[src/rtl/mem_pkg.sv]
`default_nettype none
// ============================================================================
// Module      : mem_pkg
// Description : Shared definitions for the memory stage: access-size encodings,
//               the stage FSM state type and the alignment helper.
// Revision    : 1.0 - initial release
// ============================================================================
package mem_pkg;

    // Access size encodings; 2'b11 behaves exactly like a word access.
    localparam logic [1:0] c_DSIZE_WORD     = 2'b00;
    localparam logic [1:0] c_DSIZE_HALF     = 2'b01;
    localparam logic [1:0] c_DSIZE_BYTE     = 2'b10;
    localparam logic [1:0] c_DSIZE_WORD_ALT = 2'b11;

    typedef enum logic [1:0] {
        ST_IDLE = 2'd0,
        ST_BUSY = 2'd1,
        ST_DONE = 2'd2
    } mem_state_t;

    // True when the address offset is illegal for the requested access size.
    function automatic logic is_misaligned(input logic [1:0] dsize, input logic [1:0] addrLow);
        logic result;
        case (dsize)
            c_DSIZE_BYTE:     result = 1'b0;
            c_DSIZE_HALF:     result = addrLow[0];
            c_DSIZE_WORD:     result = (addrLow != 2'b00);
            c_DSIZE_WORD_ALT: result = (addrLow != 2'b00);
            default:          result = (addrLow != 2'b00);
        endcase
        return result;
    endfunction

endpackage
`default_nettype wire

[src/rtl/mem_load_align.sv]
`default_nettype none
// ============================================================================
// Module      : mem_load_align
// Description : Selects the addressed byte/halfword lane of a little-endian
//               read word and zero- or sign-extends it to 32 bits.
// Revision    : 1.0 - initial release
// ============================================================================
module mem_load_align
    import mem_pkg::*;
(
    input  logic [31:0] rdata,
    input  logic [1:0]  addrLow,
    input  logic [1:0]  dsize,
    input  logic        loadext,
    output logic [31:0] data
);

    logic [7:0]  w_byte;
    logic [15:0] w_half;

    // Lane selection followed by extension according to access size.
    always_comb begin
        case (addrLow)
            2'd0:    w_byte = rdata[7:0];
            2'd1:    w_byte = rdata[15:8];
            2'd2:    w_byte = rdata[23:16];
            default: w_byte = rdata[31:24];
        endcase
        w_half = addrLow[1] ? rdata[31:16] : rdata[15:0];
        case (dsize)
            c_DSIZE_BYTE:     data = {{24{loadext & w_byte[7]}}, w_byte};
            c_DSIZE_HALF:     data = {{16{loadext & w_half[15]}}, w_half};
            c_DSIZE_WORD:     data = rdata;
            c_DSIZE_WORD_ALT: data = rdata;
            default:          data = rdata;
        endcase
    end

endmodule
`default_nettype wire

[src/rtl/mem_stage.sv]
`default_nettype none
// ============================================================================
// Module      : mem_stage
// Description : Pipeline memory stage. Registers the exec results, performs
//               one load/store handshake per memory op while stalling the
//               upstream pipeline, and presents results to writeback.
// Revision    : 1.0 - initial release
// ============================================================================
module mem_stage
    import mem_pkg::*;
(
    input  logic        clk,
    input  logic        rst_n,
    input  logic        dMemWr,
    input  logic        dMemToReg,
    input  logic        dRegWrite,
    input  logic        dJal,
    input  logic [1:0]  dDsize,
    input  logic        dLoadext,
    input  logic [31:0] dALUout,
    input  logic [31:0] dBusB,
    input  logic [4:0]  dRw,
    input  logic [31:0] dDelayslot2,
    output logic        MemToReg,
    output logic        RegWr,
    output logic        Jal,
    output logic [4:0]  Rw,
    output logic [31:0] ALUout,
    output logic [31:0] MemData,
    output logic [31:0] Delayslot2,
    output logic        misalign,
    output logic        mem_req,
    output logic        mem_we,
    output logic [31:0] mem_addr,
    output logic [3:0]  mem_be,
    output logic [31:0] mem_wdata,
    input  logic        mem_ack,
    input  logic [31:0] mem_rdata,
    output logic        stall
);

    logic        r_memWr;
    logic        r_memToReg;
    logic        r_regWrite;
    logic        r_jal;
    logic [1:0]  r_dsize;
    logic        r_loadext;
    logic [31:0] r_aluOut;
    logic [31:0] r_busB;
    logic [4:0]  r_rw;
    logic [31:0] r_delayslot2;
    logic [31:0] r_memData;
    logic        r_misalign;
    mem_state_t  r_state;

    logic        w_busy;
    logic        w_inMemOp;
    logic        w_inMisaligned;
    logic [31:0] w_loadData;
    logic [3:0]  w_be;
    logic [31:0] w_wdata;

    assign w_busy         = (r_state == ST_BUSY);
    assign w_inMemOp      = dMemWr | dMemToReg;
    assign w_inMisaligned = is_misaligned(dDsize, dALUout[1:0]);

    // Stage register: every non-stalled edge accepts the next exec result.
    always_ff @(posedge clk or negedge rst_n) begin
        if (!rst_n) begin
            r_memWr      <= 1'b0;
            r_memToReg   <= 1'b0;
            r_regWrite   <= 1'b0;
            r_jal        <= 1'b0;
            r_dsize      <= 2'b00;
            r_loadext    <= 1'b0;
            r_aluOut     <= 32'd0;
            r_busB       <= 32'd0;
            r_rw         <= 5'd0;
            r_delayslot2 <= 32'd0;
        end else if (!w_busy) begin
            r_memWr      <= dMemWr;
            r_memToReg   <= dMemToReg;
            r_regWrite   <= dRegWrite;
            r_jal        <= dJal;
            r_dsize      <= dDsize;
            r_loadext    <= dLoadext;
            r_aluOut     <= dALUout;
            r_busB       <= dBusB;
            r_rw         <= dRw;
            r_delayslot2 <= dDelayslot2;
        end
    end

    // Access FSM with registered load data and misalignment flag.
    always_ff @(posedge clk or negedge rst_n) begin
        if (!rst_n) begin
            r_state    <= ST_IDLE;
            r_memData  <= 32'd0;
            r_misalign <= 1'b0;
        end else begin
            case (r_state)
                ST_BUSY: begin
                    if (mem_ack) begin
                        r_state <= ST_DONE;
                        if (r_memToReg) begin
                            r_memData <= w_loadData;
                        end
                    end
                end
                default: begin
                    // A new op is captured this edge; misaligned ops never leave IDLE.
                    r_state    <= (w_inMemOp && !w_inMisaligned) ? ST_BUSY : ST_IDLE;
                    r_misalign <= w_inMemOp & w_inMisaligned;
                    r_memData  <= 32'd0;
                end
            endcase
        end
    end

    // Store lane replication and byte enables derived from the held op.
    always_comb begin
        case (r_dsize)
            c_DSIZE_BYTE: begin
                w_be    = 4'b0001 << r_aluOut[1:0];
                w_wdata = {4{r_busB[7:0]}};
            end
            c_DSIZE_HALF: begin
                w_be    = r_aluOut[1] ? 4'b1100 : 4'b0011;
                w_wdata = {2{r_busB[15:0]}};
            end
            default: begin
                w_be    = 4'b1111;
                w_wdata = r_busB;
            end
        endcase
    end

    mem_load_align u_loadAlign (
        .rdata   (mem_rdata),
        .addrLow (r_aluOut[1:0]),
        .dsize   (r_dsize),
        .loadext (r_loadext),
        .data    (w_loadData)
    );

    assign stall      = w_busy;
    assign mem_req    = w_busy;
    assign mem_we     = w_busy & r_memWr;
    assign mem_addr   = {r_aluOut[31:2], 2'b00};
    assign mem_be     = w_be;
    assign mem_wdata  = w_wdata;

    assign MemToReg   = r_memToReg;
    assign RegWr      = r_regWrite & ~w_busy & ~(r_misalign & r_memToReg);
    assign Jal        = r_jal;
    assign Rw         = r_rw;
    assign ALUout     = r_aluOut;
    assign MemData    = r_memData;
    assign Delayslot2 = r_delayslot2;
    assign misalign   = r_misalign;

endmodule
`default_nettype wire
[config.mk]
export PLATFORM = sky130hd
export DESIGN_NAME = mem_stage
export DESIGN_NICKNAME = d
export VERILOG_FILES = /design/src/rtl/mem_pkg.sv /design/src/rtl/mem_load_align.sv /design/src/rtl/mem_stage.sv
export SDC_FILE = /design/constraint.sdc
export NUM_CORES = 1
export LEC_CHECK = 0
export CELL_PAD_IN_SITES_DETAIL_PLACEMENT = 1
export CELL_PAD_IN_SITES_GLOBAL_PLACEMENT = 1
export CORE_MARGIN = 2
export CORE_UTILIZATION = 32
export CTS_CLUSTER_SIZE = 28
export DETAILED_ROUTE_END_ITERATION = 10
export GPL_TIMING_DRIVEN = 0
export PLACE_DENSITY_LB_ADDON = 0.1
export SYNTH_ARGS = -nofsm -noshare
export SYNTH_HDL_FRONTEND = slang
export SYNTH_SLANG_ARGS = --single-unit
[constraint.sdc]
create_clock -name clk -period 5.3 [get_ports clk]
set_input_delay 0.795 -clock clk [delete_from_list [all_inputs] [get_ports clk]]
set_output_delay 0.795 -clock clk [all_outputs]
set_load 0.02 [all_outputs]
== Yosys cells after proc, flatten, opt, wreduce, memory -nomap -nowiden ==
Cells that the tools add are included.

* Equal/unequal tests: 11
* Shifts and indexed selects: 1
* Multiplexer cells: 13
* Bitwise gates (word level): 10
* Reduce and logical (&&, ||, !) cells: 9

{| class="wikitable"
|+ Operators with widths
! kind !! number
|-
| two-way mux 32 bit || 3
|-
| case mux 32 bit (3 select lines) || 1
|-
| case mux 32 bit (2 select lines) || 1
|-
| case mux 8 bit (3 select lines) || 1
|-
| two-way mux 16 bit || 1
|-
| equality test 2 bit (second input constant) || 5
|-
| equality test 2 x 1 -> 1 bit (second input constant) || 4
|-
| case mux 4 bit (2 select lines) || 1
|-
| bitwise AND 1 bit || 7
|-
| logical NOT 2 bit || 3
|-
| two-way mux 2 bit || 2
|-
| two-way mux 4 bit || 1
|-
| != test 2 bit (second input constant) || 2
|-
| OR reduction 2 bit || 2
|-
| left shift 1 x 2 -> 4 bit (first input constant) || 1
|-
| case mux 1 bit (3 select lines) || 1
|-
| NOT 1 bit || 2
|-
| AND reduction 2 bit || 1
|-
| nonzero test 2 bit || 1
|-
| logical AND 1 bit || 1
|-
| logical NOT 1 bit || 1
|-
| two-way mux 1 bit || 1
|-
| OR 1 bit || 1
|}

* Flip-flop bits (word level): 143
* Bits of input ports: 143
* Output and inout bits: 176
* Word-level logic and storage cells: 57

== Logic depth before layout (Yosys ltp) ==
* Depth after elaboration: 7
* Depth in mapped cells: 9
* Depth with buffers taken out: 6

== Hierarchy ==
From an unflattened synthesis, not the netlist that was laid out.

* Cells, all modules: 791
* Area, all modules: 7093.1 µm²

{| class="wikitable"
|+ By module, submodules not included
! module !! instances !! cells an instance !! area an instance (µm²) !! seq. area each (µm²)
|-
| mem_stage || 1 || 667 || 6112.1 || 3578.4
|-
| mem_load_align || 1 || 124 || 980.9 || 0.0
|}

== Worst setup path after synthesis ==
No wires, ideal clock.

* Path kind: reg2out
* Start point: reg r_dsize[0]
* End point: out mem_wdata[23]
* Data arrival time: 1.748 ns
* Required time: 4.505 ns
* Slack: 2.757 ns
* Cell stages (with the launch flop): 8
* Buffers on the path: 3
* Cell sequence: dfrtp_1 -> inv_1 -> ha_1 -> clkbuf_1 -> clkbuf_1 -> buf_1 -> nand2_1 -> o21ai_0

* Longest elaborated chain between the ends: 2
* Elaborated cells on any way between the ends: 3
* Those cells by class: eq/ne: 2; mux: 1

{| class="wikitable"
|+ RTL lines
! what !! RTL line !! source
|-
| start, declared || mem_stage.sv:46 || <nowiki>logic [1:0] r_dsize;</nowiki>
|-
| start signal, assigned || mem_stage.sv:85 || <nowiki>r_dsize <= dDsize;</nowiki>
|-
| equality test 2 x 1 -> 1 bit / equality test 2 bit (equally long branches) || mem_stage.sv:122 || <nowiki>case (r_dsize)</nowiki>
|-
| case mux 32 bit (2 select lines) (*) || mem_stage.sv:122 ||
|-
| end, declared || mem_stage.sv:36 || <nowiki>output logic [31:0] mem_wdata,</nowiki>
|}

Mark *: on every way between the ends. The rest lies on a longest branch, timed or not.

== Worst setup path in the final report ==
* Start point: reg r_dsize[0]
* End point: out mem_wdata[30]

The elaborated chain is that of the path after synthesis.

==> impl_metrics.tcl <==
set metrics [dict create \
    placed_cell_area_um2 10300 \
    ioPinCount 319 \
    path_max_fanout 10 \
    fin_setup_tns_ps 0 \
    worstReg2RegEnd "MemData[15]" \
    cts_root_buffer "clkbuf_16" \
    antenna_found_initial 0 \
    synthesis.area_um2 6770 \
    grt_pass1_vias 6931 \
    fin_crit_sh_pct 77.9 \
    r2r_cells 8 \
    path_cells "inv_1 > ha_1 > clkbuf_1 > clkbuf_1 > buf_1 > nand2_1 > o21ai_0 > clkdlybuf4s50_1" \
    fp.dieH_um 149 \
    cts.reportedPaths.clkPinSlew_ps 60 \
    final_antenna_net_count 0 \
    viasPerCell 4.74 \
    grt_pass1_wl_um 38700 \
    drt-pass1-iter-count 4 \
    clk_latency_ps 420 \
    grt_max_degree 92 \
    power_mw 6.75 \
    cap_violations 0 \
    pwr-share-comb_pct 56.2 \
    place_congestion 0.819 \
    cp_common_cell "clkbuf_1" \
    hold_buffers 0 \
    cp-endpoint "mem_wdata[30]" \
    place.port_buffers 316 \
    rsz0062_at_grt "false" \
    start_kind "register" \
    grt-busiest-layer "met2" \
    nets 1259 \
    overflow 0 \
    area_growth_pct 60.9 \
    crit_path_end_kind "output port" \
    slowest_delay_ps 670 \
    peakVddDrop_uv 269 \
    die_area_um2 22300 \
    ys.flop_type "dfrtp_1" \
    start_util_pct 32.4 \
    use_met1_pct 27.8 \
    use_met2_pct 38.4 \
    synth_top_cell_by_area "dfrtp_1" \
    wire_per_inst_um 18.0 \
    slew_violations 0 \
    path_class "reg2out" \
    die_x_um 149 \
    yosysWarningCount 0 \
    hold_class "in2async" \
    ys_seq_elements 143 \
    min_period_ps 4130 \
    met3_usage_pct 8.45 \
    crit_slowest_cell "clkdlybuf4s50_1" \
    slew_headroom_pct 53.1 \
    outcome "complete, no violations" \
    dp_hpwl_um 18900 \
    r2r-start "r_dsize[0]" \
    clk_path_buf_depth 2 \
    p_sw_share_pct 42.7 \
    arrival_ps 3330 \
    post_synth.cell_area_avg_um2 8.74 \
    synth_cell_types 39 \
    seq_power_share_pct 26.2 \
    worst_clock_skew_ps 9.46 \
    cts_buffers 17 \
    hold_viol 0 \
    fin_area_um2 10900 \
    cp_top_family "buffers and inverters" \
    final_cells 1400 \
    cts.sinks 143 \
    clkPwrFrac_pct 17.7 \
    grt_usage_pct 22.8 \
    worst-path-buf-inv 5 \
    crit_required_ps 4510 \
    synth.top_cell.area_share_pct 52.9 \
    rows 53 \
    setup_viol 0 \
    placed_cells 1368 \
    tritoncts "yes" \
    drt_iter0_drc 228 \
    cp.depth 8 \
    r2r_setup_slack_ps 3260 \
    drive_gt1_share_pct 8.54 \
    cts_resized 0 \
    core_um2 20900 \
    ys_async_sr_fraction_pct 100 \
    synthCells 775 \
    yosysSeqAreaShare_pct 52.9 \
    p_switching_mw 2.88 \
    cp-startpoint "r_dsize[0]" \
    leakagePower_nw 5.11 \
    num_vias 6634 \
    wirelength_um 25300 \
    fillCellCount 2470 \
    post-route-drc-count 0 \
    intPower_mw 3.87 \
    power.density_nw_per_um2 619 \
    max_freq_ghz 0.242 \
    worstMarginPinSlew_ps 703 \
    synth_area_leaders "dfrtp_1 (53%), nand2_1 (21%), buf_4 (4.9%)" \
    synth_edf_count 0 \
    cts_post_setup_buffers_inserted 0 \
    htreeDepth 4 \
]
==> worst register-to-register path, cell delays in order (launching register included) <==
cell	delay, ps
dfrtp_1	370
inv_1	50
ha_1	280
clkbuf_1	210
a21o_1	220
buf_6	140
buf_8	140
a221o_1	350
a22o_1	180
==> kinds of logic (layout without fill, tap and decap cells) <==
kind of cell / after synthesis / count (layout) / synth area share, %
and+or+nand+nor: 405 / 405 / 23.1
DFF: 143 / 143 / 52.9
AOI/OAI and AO/OA: 113 / 113 / 13.0
buffers and inverters: 99 / 447 / 8.70
muxes: 10 / 10 / 1.59
adders and majority gates: 4 / 4 / 0.739
other: 1 / 3 / 0.0554
==> state kept, by name, summed over array words and instances (netlist names), 2 cells and up <==
signal      cells
Delayslot2     32
ALUout         32
r_busB         32
r_state         2
Rw              5
MemData        32
r_dsize         2
==> cells in the mapped netlist, types with 2 or more instances <==
cell type,count
a21o_1,3
a21oi_1,2
a221o_1,8
a221oi_1,8
a22o_1,32
a22oi_1,8
a2bb2oi_1,7
and2_1,3
buf_2,4
buf_4,44
buf_6,4
clkbuf_1,37
dfrtp_1,143
ha_1,4
inv_1,6
mux2_2,2
mux2i_1,7
nand2_1,383
nand2b_1,3
nor2_1,10
o21ai_0,30
o21bai_1,2
o31ai_1,8
or2_2,2
==> stage by stage <==
| step | util, % | worst slack (ps) | hold WS (ps) |
|---|---|---|---|
| 3_5_place_dp | 49.4 | 1610 | 450 |
| 4_1_cts | 52.1 | 1120 | 339 |
| 6_report | 52.1 | 1170 | 327 |
| 2_1_floorplan | - | 2760 | 430 |
| 3_3_place_gp | 49.2 | -2810 | 443 |
| 5_1_grt | 52.1 | 889 | 347 |
==> power by group through the flow <==
stage	logic, mW	registers [mW]	clock network [mW]
2_1_floorplan	1.74	2.04	0
3_3_place_gp	3.78	1.77	0
3_5_place_dp	3.81	1.78	0
4_1_cts	3.84	1.77	1.22
5_1_grt	4.09	1.82	1.26
6_report	3.79	1.76	1.19
==> how the worst min path moves through the flow <==
stage	start	endpoint	depth (start not counted)
finish	rst_n	MemData[11]	1
global route	rst_n	MemData[13]	1
CTS	rst_n	MemData[11]	1
detailed placement	r_regWrite	r_regWrite	2
global placement	r_regWrite	r_regWrite	2
floorplan	r_regWrite	r_regWrite	2
==> per-layer routing <==
metal / share of wire, % / vias to the layer above
li1: - / 3163
met1: 40 / 3215
met2: 49 / 233
met3: 9.4 / 23
met4: 1.3 / 0
met5: 0 / -
==> final cells by class <==
| cell class | count | area [um2] | area share (%) |
|---|---|---|---|
| diodes | 1 | 2.50 | 0.0230 |
| plain buffers | 92 | 558 | 5.12 |
| clock buffers | 19 | 443 | 4.07 |
| clock inverters | 12 | 138 | 1.26 |
| inverters | 7 | 31.3 | 0.287 |
| multi-input cells | 534 | 2610 | 23.9 |
| flip-flops and latches | 143 | 3580 | 32.9 |
| well taps | 275 | 344 | 3.16 |
| repair buffers | 317 | 3190 | 29.3 |
==> placed cells by master (no fill, tap or decap), types with 2 or more instances in the layout <==
cell             instances
inv_6                    2
nand2b_1                 3
a2bb2oi_1                7
bufinv_16                2
a22oi_1                  8
conb_1                   2
clkdlybuf4s50_1        315
clkinv_4                 3
ha_1                     4
mux2i_1                  7
dfrtp_1                143
a221o_1                  8
or2_2                    2
a221oi_1                 8
clkbuf_1                38
clkinvlp_4               5
buf_2                    4
a21o_1                   3
o21ai_0                 30
a22o_1                  32
buf_4                   44
nor2_1                  10
mux2_2                   2
o31ai_1                  8
buf_6                    5
inv_1                    6
and2_1                   3
o21bai_1                 2
clkbuf_16               17
a21oi_1                  2
nand2_1                383
No activity file was read; power rests on OpenSTA's default activity.
